File: src/rtl/rtc_alarm.sv
// rtc_alarm: real-time clock with a seconds/sub-second counter and N compare alarms.
// Ports: clk, rst_n (async active-low) | tick timebase pulse | wr_en/addr/data_in register write
//        data_out combinational register read | irq OR of enabled alarm flags | sec_pulse per second
module rtc_alarm #(
    parameter int TICKS_PER_SEC = 1000000,
    parameter int SEC_W = 32,
    parameter int N_ALARMS = 2
) (
    input  logic        clk,
    input  logic        rst_n,
    input  logic        tick,
    input  logic        wr_en,
    input  logic [3:0]  addr,
    input  logic [31:0] data_in,
    output logic [31:0] data_out,
    output logic        irq,
    output logic        sec_pulse
);
    localparam int SUB_W = $clog2(TICKS_PER_SEC);
    logic [SEC_W-1:0]    sec_q, sec_d, sec_inc;
    logic [SUB_W-1:0]    sub_q, sub_d;
    logic                run_q, run_d, pulse_q, pulse_d;
    logic [N_ALARMS-1:0] en_q, en_d, flag_q, flag_d, set, clr;
    logic [SEC_W-1:0]    alarm_q [N_ALARMS];
    logic [SEC_W-1:0]    alarm_d [N_ALARMS];
    logic                wr_sec, adv, roll, inc;
    always_comb begin
        wr_sec  = wr_en && addr == 4'h0;
        adv     = run_q && tick;
        roll    = adv && sub_q == SUB_W'(TICKS_PER_SEC - 1);
        // a SECONDS write discards any rollover in the same cycle, so no flag or pulse
        inc     = roll && !wr_sec;
        sec_inc = sec_q + SEC_W'(1);
        sub_d   = (wr_sec || roll) ? '0 : adv ? sub_q + SUB_W'(1) : sub_q;
        sec_d   = wr_sec ? data_in[SEC_W-1:0] : inc ? sec_inc : sec_q;
        pulse_d = inc;
        run_d   = (wr_en && addr == 4'h2) ? data_in[0] : run_q;
        en_d    = (wr_en && addr == 4'h2) ? data_in[8 +: N_ALARMS] : en_q;
        clr     = (wr_en && addr == 4'h3) ? data_in[N_ALARMS-1:0] : '0;
        set     = '0;
        for (int i = 0; i < N_ALARMS; i++) begin
            set[i]     = inc && sec_inc == alarm_q[i];
            alarm_d[i] = (wr_en && addr == 4'(4 + i)) ? data_in[SEC_W-1:0] : alarm_q[i];
        end
        // set is ORed in after the clear so a coincident set wins
        flag_d  = (flag_q & ~clr) | set;
    end
    always_ff @(posedge clk or negedge rst_n) begin
        if (!rst_n) begin
            sec_q   <= '0;
            sub_q   <= '0;
            run_q   <= 1'b1;
            en_q    <= '0;
            flag_q  <= '0;
            pulse_q <= 1'b0;
            for (int i = 0; i < N_ALARMS; i++) alarm_q[i] <= '1;
        end else begin
            sec_q   <= sec_d;
            sub_q   <= sub_d;
            run_q   <= run_d;
            en_q    <= en_d;
            flag_q  <= flag_d;
            pulse_q <= pulse_d;
            for (int i = 0; i < N_ALARMS; i++) alarm_q[i] <= alarm_d[i];
        end
    end
    always_comb begin
        data_out = '0;
        case (addr)
            4'h0:    data_out = 32'(sec_q);
            4'h1:    data_out = 32'(sub_q);
            4'h2:    data_out = 32'(run_q) | (32'(en_q) << 8);
            4'h3:    data_out = 32'(flag_q);
            default: ;
        endcase
        for (int i = 0; i < N_ALARMS; i++)
            if (addr == 4'(4 + i)) data_out = 32'(alarm_q[i]);
    end
    assign irq       = |(flag_q & en_q);
    assign sec_pulse = pulse_q;
endmodule
File: config.mk
export PLATFORM = sky130hd
export DESIGN_NAME = rtc_alarm
export DESIGN_NICKNAME = d
export VERILOG_FILES = /design/src/rtl/rtc_alarm.sv
export SDC_FILE = /design/constraint.sdc
export NUM_CORES = 1
export LEC_CHECK = 0
export BUFFER_PORTS_ARGS = -buffer_cell sky130_fd_sc_hd__buf_2
export CAP_MARGIN = 20
export CORE_MARGIN = 2
export CORE_UTILIZATION = 55
export CTS_BUF_LIST = sky130_fd_sc_hd__clkbuf_8
export CTS_CLUSTER_DIAMETER = 50
export DETAILED_ROUTE_END_ITERATION = 12
export PLACE_DENSITY = 0.78
export SYNTH_ARGS = -nofsm -noshare
export SYNTH_HDL_FRONTEND = slang
export SYNTH_SLANG_ARGS = --single-unit
export TNS_END_PERCENT = 1
File: constraint.sdc
create_clock -name clk -period 5.1 [get_ports clk]
set_clock_uncertainty 0.05 [all_clocks]
set_input_delay 0.51 -clock clk [delete_from_list [all_inputs] [get_ports clk]]
set_output_delay 0.51 -clock clk [all_outputs]
set_load 0.05 [all_outputs]
* Yosys cells after proc, flatten, opt, wreduce, memory -nomap -nowiden
Index checks and enable logic that the tools add are counted. Widths: inputs -> output; s select.
Storage, ports and cells: memories 0, word-level logic and storage cells 47, ROM bits 0, bits in registers 122, input bits 40, latch bits 0, output and inout port bits 34, bits in writable memories 0
Cells by class: divide/modulo/power cells 0, multiply operators 0, reduce and logical (&&, ||, !) cells 16, mux-type cells 8, bitwise logic cells 5, $add $sub $neg 2, equality and inequality tests 8, shifts and indexed selects 0, order comparisons 0
Operators with widths (count):
- $mux 32 | 4
- $pmux 32 s4 | 1
- $eq 32x32->1 | 2
- $mux 20 | 2
- $add 32x1->32 const B | 1
- $add 20x1->20 const B | 1
- $eq 20x20->1 const B | 1
- $logic_and 1x1->1 | 10
- $or 1x10->10 | 1
- $eq 4x2->1 const B | 2
- $eq 4x3->1 const B | 2
- $and 2x2->2 | 2
- $eq 4x1->1 const B | 1
- $logic_not 4->1 | 1
- $reduce_bool 2->1 | 2
- $mux 2 | 1
- $not 2->2 | 1
- $or 2x2->2 | 1
- $reduce_or 2->1 | 1
- $logic_not 1->1 | 1
- $logic_or 1x1->1 | 1

* Depth between registers and ports, before layout
Gate-level depths: netlist of the first run.
depth after elaboration 6, gate-level depth with buffers 10, mapped depth without buffers 8

* Worst setup path before layout of the first run
Ideal clock, no wire load.
path type in2out, start point input port addr[0], end point output port data_out[9], path buffers 2, arrival time 2.547 ns, required time 4.540 ns, setup slack 1.993 ns, stages on the path 5, cells stage by stage buf_1 buf_1 nor2b_1 a21oi_1 o21ai_0
On the way: longest elaborated chain between the ends 4, elaborated cells on any way between the ends 9, those cells by class 5 x eq/ne; 3 x mux; 1 x reduce/logical
Ends and longest elaborated chain:
- from (decl) | RTL line 13 | input logic [3:0] addr,
- $eq 4x2->1, or another cell as far along | RTL line 69 | case (addr)
- $pmux 32 s4 | RTL line 69
- $mux 32 | RTL line 77 | if (addr == 4'(4 + i)) data_out = 32'(alarm_q[i]);
- $mux 32 (*) | RTL line 77
- to (decl) | RTL line 15 | output logic [31:0] data_out,
Mark *: on every way between the ends. The rest lies on a longest branch, timed or not.

* Worst setup path after layout of the first run
start point input port addr[0], end point output port data_out[25]
Same word-level chain as after synthesis.

==> results summary, run 1 <==
Across the run, the number of max-cap violations was 0. Across every metal layer, demand over resource in global routing totals 0.2969. The slowest stage of the critical path is the and3_1 cell.

The pin count of the biggest net entering global routing came out at between 80 and 90. Clock-pin slew was measured on the worst setup and hold paths at 0.08 ns. By area, the combinational part of the netlist is dominated by simple AND/OR/NAND/NOR gates. The compound-cell area share of the yosys netlist is 0.1225.

Of the total synthesized cell area, the portion taken by full adders, half adders and majority gates is 0.002962. After synthesis the netlist holds a flip-flop and latch count of 122. After detailed placement, the total cell area comes to 8825 um^2. The slew of the pin with the lowest slew margin came out at 1.047 ns. The worst setup path is captured at an output port. The maximum VDD drop came out at 0.2016 mV.

The congestion estimate from routability-driven global placement came to 1.116. From bottom edge to top edge, the die measures 127.9 um. The worst slack after detailed placement came out at roughly 1.8 ns. The proportion of synthesized chip area in sequential cells came out at 0.3710.

The clock passes through at most 2 buffers. The origin of the critical flop-to-flop path is sec_q[2]$_DFFE_PN0P_. The path with the worst hold slack has its endpoint at sec_q[14]$_DFFE_PN0P_.

The fraction of the mapped netlist area in simple logic gates came out at 0.2017. In this run the remaining antenna-violating nets after routing total 0. Of all nets on the critical path, the largest fanout is 31. The fraction of final layout cells with drive strength greater than 1 came out at 0.2985.

TritonCTS built the clock tree. Among all cell types in the netlist, the one instantiated most often is nor2_1. The completed layout was analyzed and its total power is 3387 uW. STA classifies the critical path startpoint as an input port. The data required time of the worst path is ~4.5 ns. The share of synthesized area in the top cell type comes to 0.2022.

The average footprint of a synthesized cell is 9.482 um^2. In this run the number of H-tree levels came out at 4. The length of the first detailed-routing pass in iterations came out at 6. The fraction of registers with async set/reset came out at 1.000. The number of nets produced by synthesis is 933.

For this design the ratio of total power to cell area is about 370 nW/um^2. The TritonCTS sink count is approximately 120. The mux contribution to synthesized area came out at 0.1203. The number of vias per cell after detailed routing came out at 6.395.

Sorting the synthesized cells by how often they occur yields 89 x nor2_1, 82 x mux2_2, 75 x xnor2_1. The largest delay contributor family on the critical path is buffers and inverters. The synthesized design spends more area on one cell type than any other, namely dfstp_2. The maximum clock frequency came out at 0.3007 GHz.

The final clock period utilization by the worst path is 0.6520. After detailed routing, the number of remaining DRC violations is 0. Relative to the synthesized area, the layout overhead comes to 9.360%. The delay of the slowest cell on the worst path came out at ~0.96 ns. The flip-flop cell with the highest count after synthesis is dfstp_2.

The clock period minus final worst setup slack is 3.325 ns. In this run the clock root is driven by a clkbuf_8. The number of hold violations in the final report came to 0. Data on the critical path arrives at its endpoint at 2.77 ns.

The initial antenna violation count is 1. The source of the worst hold timing path is data_in[14]. The HPWL reported at the end of detailed placement is 16760 um. The via count of the first global-routing pass came out at 6854. The cell count after synthesis came out at roughly 900.

For the worst flop-to-flop path, the logic depth is 7. The buffering stage count on the worst path with inverters included is 4. The detailed router finished its first iteration with 748 violations. Setup violations remaining at the end of the flow were counted as 0.

The worst register-to-register path ends at flag_q[0]$_DFF_PN0_. The worst pin sits at a relative slew slack of 0.3017. The die boundary width came out at 127.9 um. The floorplan step defined a core boundary enclosing 15090 um^2. In this run the worst hold path is classified as in2reg. The number of top-level pins came out at 74.

The first global-routing pass estimated 37470 um of wire. The analysis attributes to cell leakage a power of 0.003799 uW. In this run, synthesis inferred 0 flip-flops with an integrated enable. The number of distinct library cells after synthesis is 70.

The setup path with the least slack is of type in2out. The setup slack of the most critical reg-to-reg path came out at about 1.8 ns. The number of port buffers is between 70 and 80.

The area of the die is about 16000 um^2. The number of pins with negative max-slew slack in the final report came out at 0. The critical path goes through buf_2 -> and3_1 -> buf_4 -> a222oi_1 -> inv_1 -> buf_2. The final instance area is ~9200 um^2. The count of warnings emitted by yosys is 0. Counting stages on the worst path, the most repeated cell is buf_2. The flow ran to the end, and the final reports show no timing, DRC or antenna violations. After detailed routing, the average wire length per cell comes to 20.69 um. Gates resized during post-CTS repair numbered 0. The sum of routed wire length over all layers came out at 23320 um.

The final layout contains between 900 and 1000 nets. The initial utilization of the core area, before any placement, comes to 0.5599. The latest clock arrival within the worst-skew pair is approximately 0.47 ns. The number of cells on the worst hold path came out at 3. The synthesized netlist occupies a cell area of 8448 um^2. The xor and xnor fraction of the mapped netlist area came out at 0.1348. The row count came out at 45. The final setup TNS came out at 0 ns. Setup repair after global routing left no endpoint under its margin. The number of buffers created by CTS is 17. The worst path meets setup with 1.775 ns of slack. Ranked by total cell area, the synthesized netlist is headed by dfstp_2 20%, dfrtp_1 17%, mux2_2 11%.

The overflow left after global routing is 0. The worst hold margin is 0.2252 ns. The total vias in the final route came out at 7207.
worst max-delay path by stage:
stage | end | start | depth (start not counted) | slack [ns]
after floorplan | data_out[9] | addr[0] | 5 | 1.99
after global placement | data_out[20] | addr[0] | 6 | 1.82
after detailed placement | data_out[23] | addr[0] | 6 | 1.83
after CTS | data_out[23] | addr[0] | 6 | 1.82
after global routing | flag_q[0]$_DFF_PN0_ | sec_q[2]$_DFFE_PN0P_ | 7 | 1.53
final | data_out[25] | addr[0] | 6 | 1.77
logic make-up after synthesis:
group                    after synthesis
AND/OR/NAND/NOR                      320
multiplexers                          90
buffers and inverters                 94
XOR/XNOR                             119
adder cells (fa/ha/maj)                2
flip-flops                           122
AO/OA/AOI/OAI                        144
flip-flops by register name (all words and copies together), names as in the netlist:
register / cells
alarm_q: 64
en_q: 2
flag_q: 2
run_q: 1
sec_pulse: 1
sec_q: 32
sub_q: 20
through the flow:
stage | cells | utilization
floorplan | 891 | -
global placement | 1092 | 0.5848
detailed placement | 1092 | 0.5848
CTS | 1124 | 0.6096
global route | 1126 | 0.6121
finish | 1127 | 0.6123
cells in the final DEF (no fill, tap or decap), types with 14 or more instances in the layout:
cell type and n:
a21oi_1 15, a221oi_1 18, a222oi_1 14, and4_1 14, buf_2 72, clkbuf_8 18, dfrtp_1 57, dfstp_2 65
inv_1 26, mux2_2 82, nand2_1 73, nand3_1 24, nand4_1 24, nor2_1 89, o21ai_0 44, xnor2_1 75
xor2_1 37
layout make-up:
type	instances	area, um^2
fill	1265	5851
multi-input combinational	675	4926
sequential	122	3134
timing repair buffer	84	473.0
clock buffer	18	247.7
tap	188	235.2
clock inverter	14	126.4
inverter	25	93.84
antenna	1	2.502
report_power, final:
part	switching, uW	total, uW	internal, uW	leakage, uW
logic	478	964	486	0.00219
clock network	418	815	397	0.000182
registers	359	1610	1250	0.00143
total	1250	3390	2130	0.00380
metal layers:
metal  track usage  vias up  routed length, um
met1        0.4104     3457               9910
met5             0        -                  0
met2        0.4495      391              10510
met3       0.07763       64               2129
li1              -     3295                  -
met4        0.1131        0                767
worst min-delay path: cells and delay by family:
family,cells,cell delay [ns]
AO/OA/AOI/OAI,1,0.06
buffers and inverters,1,0.10
AND/OR/NAND/NOR,1,0.04
repair_timing:
action | in CTS | in global routing
endpoints found under the hold margin | 0 | 5
hold buffers | 0 | 1
setup buffers | 0 | 0
setup endpoints to repair | 0 | 0
(Power assumes the default switching activity.)
==> inputs of run 2 (changes only) <==
--- a/config.mk
+++ b/config.mk
@@ -12,7 +12,7 @@
 export CTS_BUF_LIST = sky130_fd_sc_hd__clkbuf_8
 export CTS_CLUSTER_DIAMETER = 50
 export DETAILED_ROUTE_END_ITERATION = 12
-export PLACE_DENSITY = 0.78
+export PLACE_DENSITY = 0.81
 export SYNTH_ARGS = -nofsm -noshare
 export SYNTH_HDL_FRONTEND = slang
 export SYNTH_SLANG_ARGS = --single-unit
==> constraint.sdc (replaced) <==
create_clock -name clk -period 2.85 [get_ports clk]
set_clock_uncertainty 0.05 [all_clocks]
set_input_delay 0.285 -clock clk [delete_from_list [all_inputs] [get_ports clk]]
set_output_delay 0.285 -clock clk [all_outputs]
set_load 0.05 [all_outputs]
==> run 2 against run 1 <==
Net effect: combinational power up 120%; register-to-register slack lost 1.7 ns; critical path depth increased by 3; flip-flop and latch count stayed put; highest routed layer unchanged; routed wire length rose by 9.9%; critical endpoint is now flag_q[0]$_DFF_PN0_; non-clock buffer count increased by 65.
==> results summary, run 2 (synthesis results as in run 1) <==
The signal on the critical path passes through buf_4 -> nand4_1 -> nor3_1 -> buf_4 -> a21oi_1 -> a2111oi_1 -> nand4_1 -> or4_1 -> o31ai_2. The flow ran to the end, and the final reports show no timing, DRC or antenna violations. The number of top-level pins came out at 74 (unchanged). The worst reg2reg path depth was 9 (+2). The final net count came out at 1032 (+6.7%). The clock period minus final worst setup slack came out at 2.734 ns. The setup slack of the most critical reg-to-reg path is 0.12 ns (-1.66 ns). The count of nets left with antenna violations after detail routing is 0 (unchanged). The data required time of the worst path is 3.18 ns (-1.36 ns). The worst hold margin is 0.01891 ns (-0.2063 ns). In the final layout, the registers with the most flip-flops are alarm_q: 64 flops, sec_q: 32 flops, sub_q: 20 flops.

Setup repair after global routing left no endpoint under its margin. The critical path in this run is classified as reg2reg. The overflow left after global routing is 0 (unchanged). The number of hold violations in the final report is 0 (unchanged). The number of buffers on the longest clock path was 2 (unchanged). In this run the worst hold path is classified as in2reg.

In the layout the commonest cells are 89 x nor2_1, 82 x mux2_2, 75 x xnor2_1. The sum of routed wire length over all layers came to 25620 um (+9.9%). The number of vias per cell after detailed routing is 6.316 (-1.2%). The number of buffers created by CTS is 17 (unchanged).

The largest delay contributor family on the critical path is simple AND/OR/NAND/NOR gates. The library cell used most frequently in the layout, excluding fill and tap cells, is nor2_1. TritonCTS built the clock tree. The slew of the pin with the lowest slew margin came out at 0.5706 ns (-0.4769 ns).

The area of placed instances is 9278 um^2 (+5.1%). The average wire length per cell after detail routing is 21.51 um (+4.0%). The number of max-capacitance violations reported is 0 (unchanged).

The initial core utilization came out at 0.5599 (unchanged). The worst-case headroom to the max-slew limit is 0.6098 (+0.3081). The fraction of final layout cells with drive strength greater than 1 came out at 0.3380 (+0.03948). The worst setup path is launched from a flip-flop. The number of DRC violations after detailed-routing iteration 0 came out at 972 (+30%).

The worst setup path is captured at a flip-flop. The latest clock arrival within the worst-skew pair is 0.47 ns (about the same). The TritonCTS sink count is 122 (unchanged). The maximum VDD drop came to 0.6131 mV (+200%). The buffering stage count on the worst path with inverters included is 2 (-2). The logic depth of the worst setup path including buffers came out at 9 (+3). The via count of the first global-routing pass came out at 7286 (+6.3%).

The origin of the critical flop-to-flop path is sec_q[7]$_DFFE_PN0P_. The area of the die came out at 16370 um^2 (unchanged). The largest fanout on the critical path is 8 (-74%). The clock root buffer is clkbuf_8. The power density over the cells is 672.1 nW/um^2 (+83%). The layout-stage area growth over the synthesis result is 16.50%. The pin count of the biggest net entering global routing came out at 64 (-23%). The first-pass GRT wire length is 40770 um (+8.8%). The critical path starts at sec_q[7]$_DFFE_PN0P_.

The number of levels the H-tree was split into came out at 4 (unchanged). The register with the most flip-flops in the final layout is alarm_q. The number of flip-flops in the largest register is 64 (unchanged). The global-route total usage across every layer came out at 0.3247 (+0.02786). The final clock period utilization by the worst path came out at 0.9593. The chip height came out at 127.9 um (unchanged).

The final instance area is 9842 um^2 (+6.5%). The row count is 45 (unchanged). The worst register-to-register path ends at flag_q[0]$_DFF_PN0_.

The initial antenna violation count was 0 (-1). The area of the core came to 15090 um^2 (unchanged). The number of pins with negative max-slew slack in the final report was 0 (unchanged). The total setup violations reported at the end of the flow came out at 0 (unchanged). The clock transition time at the flip-flop clock pins of the worst setup and hold paths came out at 0.08 ns (about the same). The most critical setup path has its endpoint at flag_q[0]$_DFF_PN0_. The total vias in the final route came out at 7522 (+4.4%). The length of the first detailed-routing pass in iterations is 8 (+2). For this design, the slowest cell found on the critical path is dfrtp_1. The arrival time at the worst endpoint is 3.06 ns (+0.29 ns).

The residual DRC count came out at 0 (unchanged). The maximum clock frequency came out at 0.3658 GHz. The HPWL reported at the end of detailed placement is 18540 um (+11%). The number of port buffers came out at 73 (unchanged). The delay of the slowest cell on the worst path is 0.49 ns (-0.47 ns). The placer's final routability congestion estimate is 1.056 (-5.4%).

The final setup TNS is 0 ns (unchanged). The leakage dissipation came to 0.004155 uW (+9.4%). The count of inserted antenna diode cells is 0 (-1). The die boundary width came out at 127.9 um (unchanged).

The count of fill cells added during filler insertion is 1223 (-3.3%).
run 2: changes by cell type in the layout (fill, tap and decap cells not counted), sizes merged:
cell / delta
buf: +56
dlygate4sd3: +9
clkinv: -5
inv: +4
bufinv: +3
clkinvlp: -2
diode: -1
run 2: layout make-up:
type / count / area [um^2] / share of cell area
multi-input combinational: 675 / 4935 / 0.5014
sequential: 122 / 3134 / 0.3185
timing repair buffer: 149 / 988.4 / 0.1004
clock buffer: 18 / 247.7 / 0.02517
tap: 188 / 235.2 / 0.02390
clock inverter: 14 / 207.7 / 0.02110
inverter: 25 / 93.84 / 0.009535
run 2: worst min path at each step:
| stage | startpoint | end | slack [ns] | cells after the start |
|---|---|---|---|---|
| floorplan | rst_n | en_q[0]$_DFFE_PN0P_ | -0.06 | 0 |
| global placement | rst_n | sub_q[0]$_DFFE_PN0P_ | 0.18 | 1 |
| detailed placement | rst_n | sub_q[0]$_DFFE_PN0P_ | 0.19 | 1 |
| CTS | data_in[4] | sec_q[4]$_DFFE_PN0P_ | 0.0003 | 3 |
| global route | data_in[4] | sec_q[4]$_DFFE_PN0P_ | 0.006 | 3 |
| finish | data_in[17] | sec_q[17]$_DFFE_PN0P_ | 0.02 | 3 |
run 2: metrics by stage:
step	cells	setup slack [ns]	power [uW]	utilization
after floorplan	891	0.1928	4053	-
after global placement	1149	0.1830	4694	0.6148
after detailed placement	1149	0.1518	4742	0.6148
after CTS	1191	0.1454	6584	0.6517
after global routing	1191	0.006985	6907	0.6522
final	1191	0.1160	6615	0.6522
run 2: worst min-delay path, delay by kind of cell:
| kind | cells | cell delay (ns) |
|---|---|---|
| AND/OR/NAND/NOR | 1 | 0.05 |
| AO/OA/AOI/OAI | 1 | 0.06 |
| buffers and inverters | 1 | 0.10 |
run 2: routing by layer:
metal | GRT usage | wire, um
met1 | 0.4558 | 10900
met2 | 0.5014 | 11690
met3 | 0.06594 | 2176
met4 | 0.1170 | 855
met5 | 0 | 0
run 2: power breakdown:
group	internal [uW]	leakage [uW]	total [uW]	switching [uW]
Clock	998	0.000223	1810	813
Sequential	2240	0.00143	2700	457
Combinational	1000	0.00251	2110	1100
Total	4240	0.00415	6620	2380
run 2: what timing repair did:
item | in CTS | in global routing
hold buffers | 10 | 0
hold endpoints to repair | 36 | 0
buffers inserted | 0 | 0
gates resized for setup | 0 | 3
endpoints found under the setup margin | 0 | 1
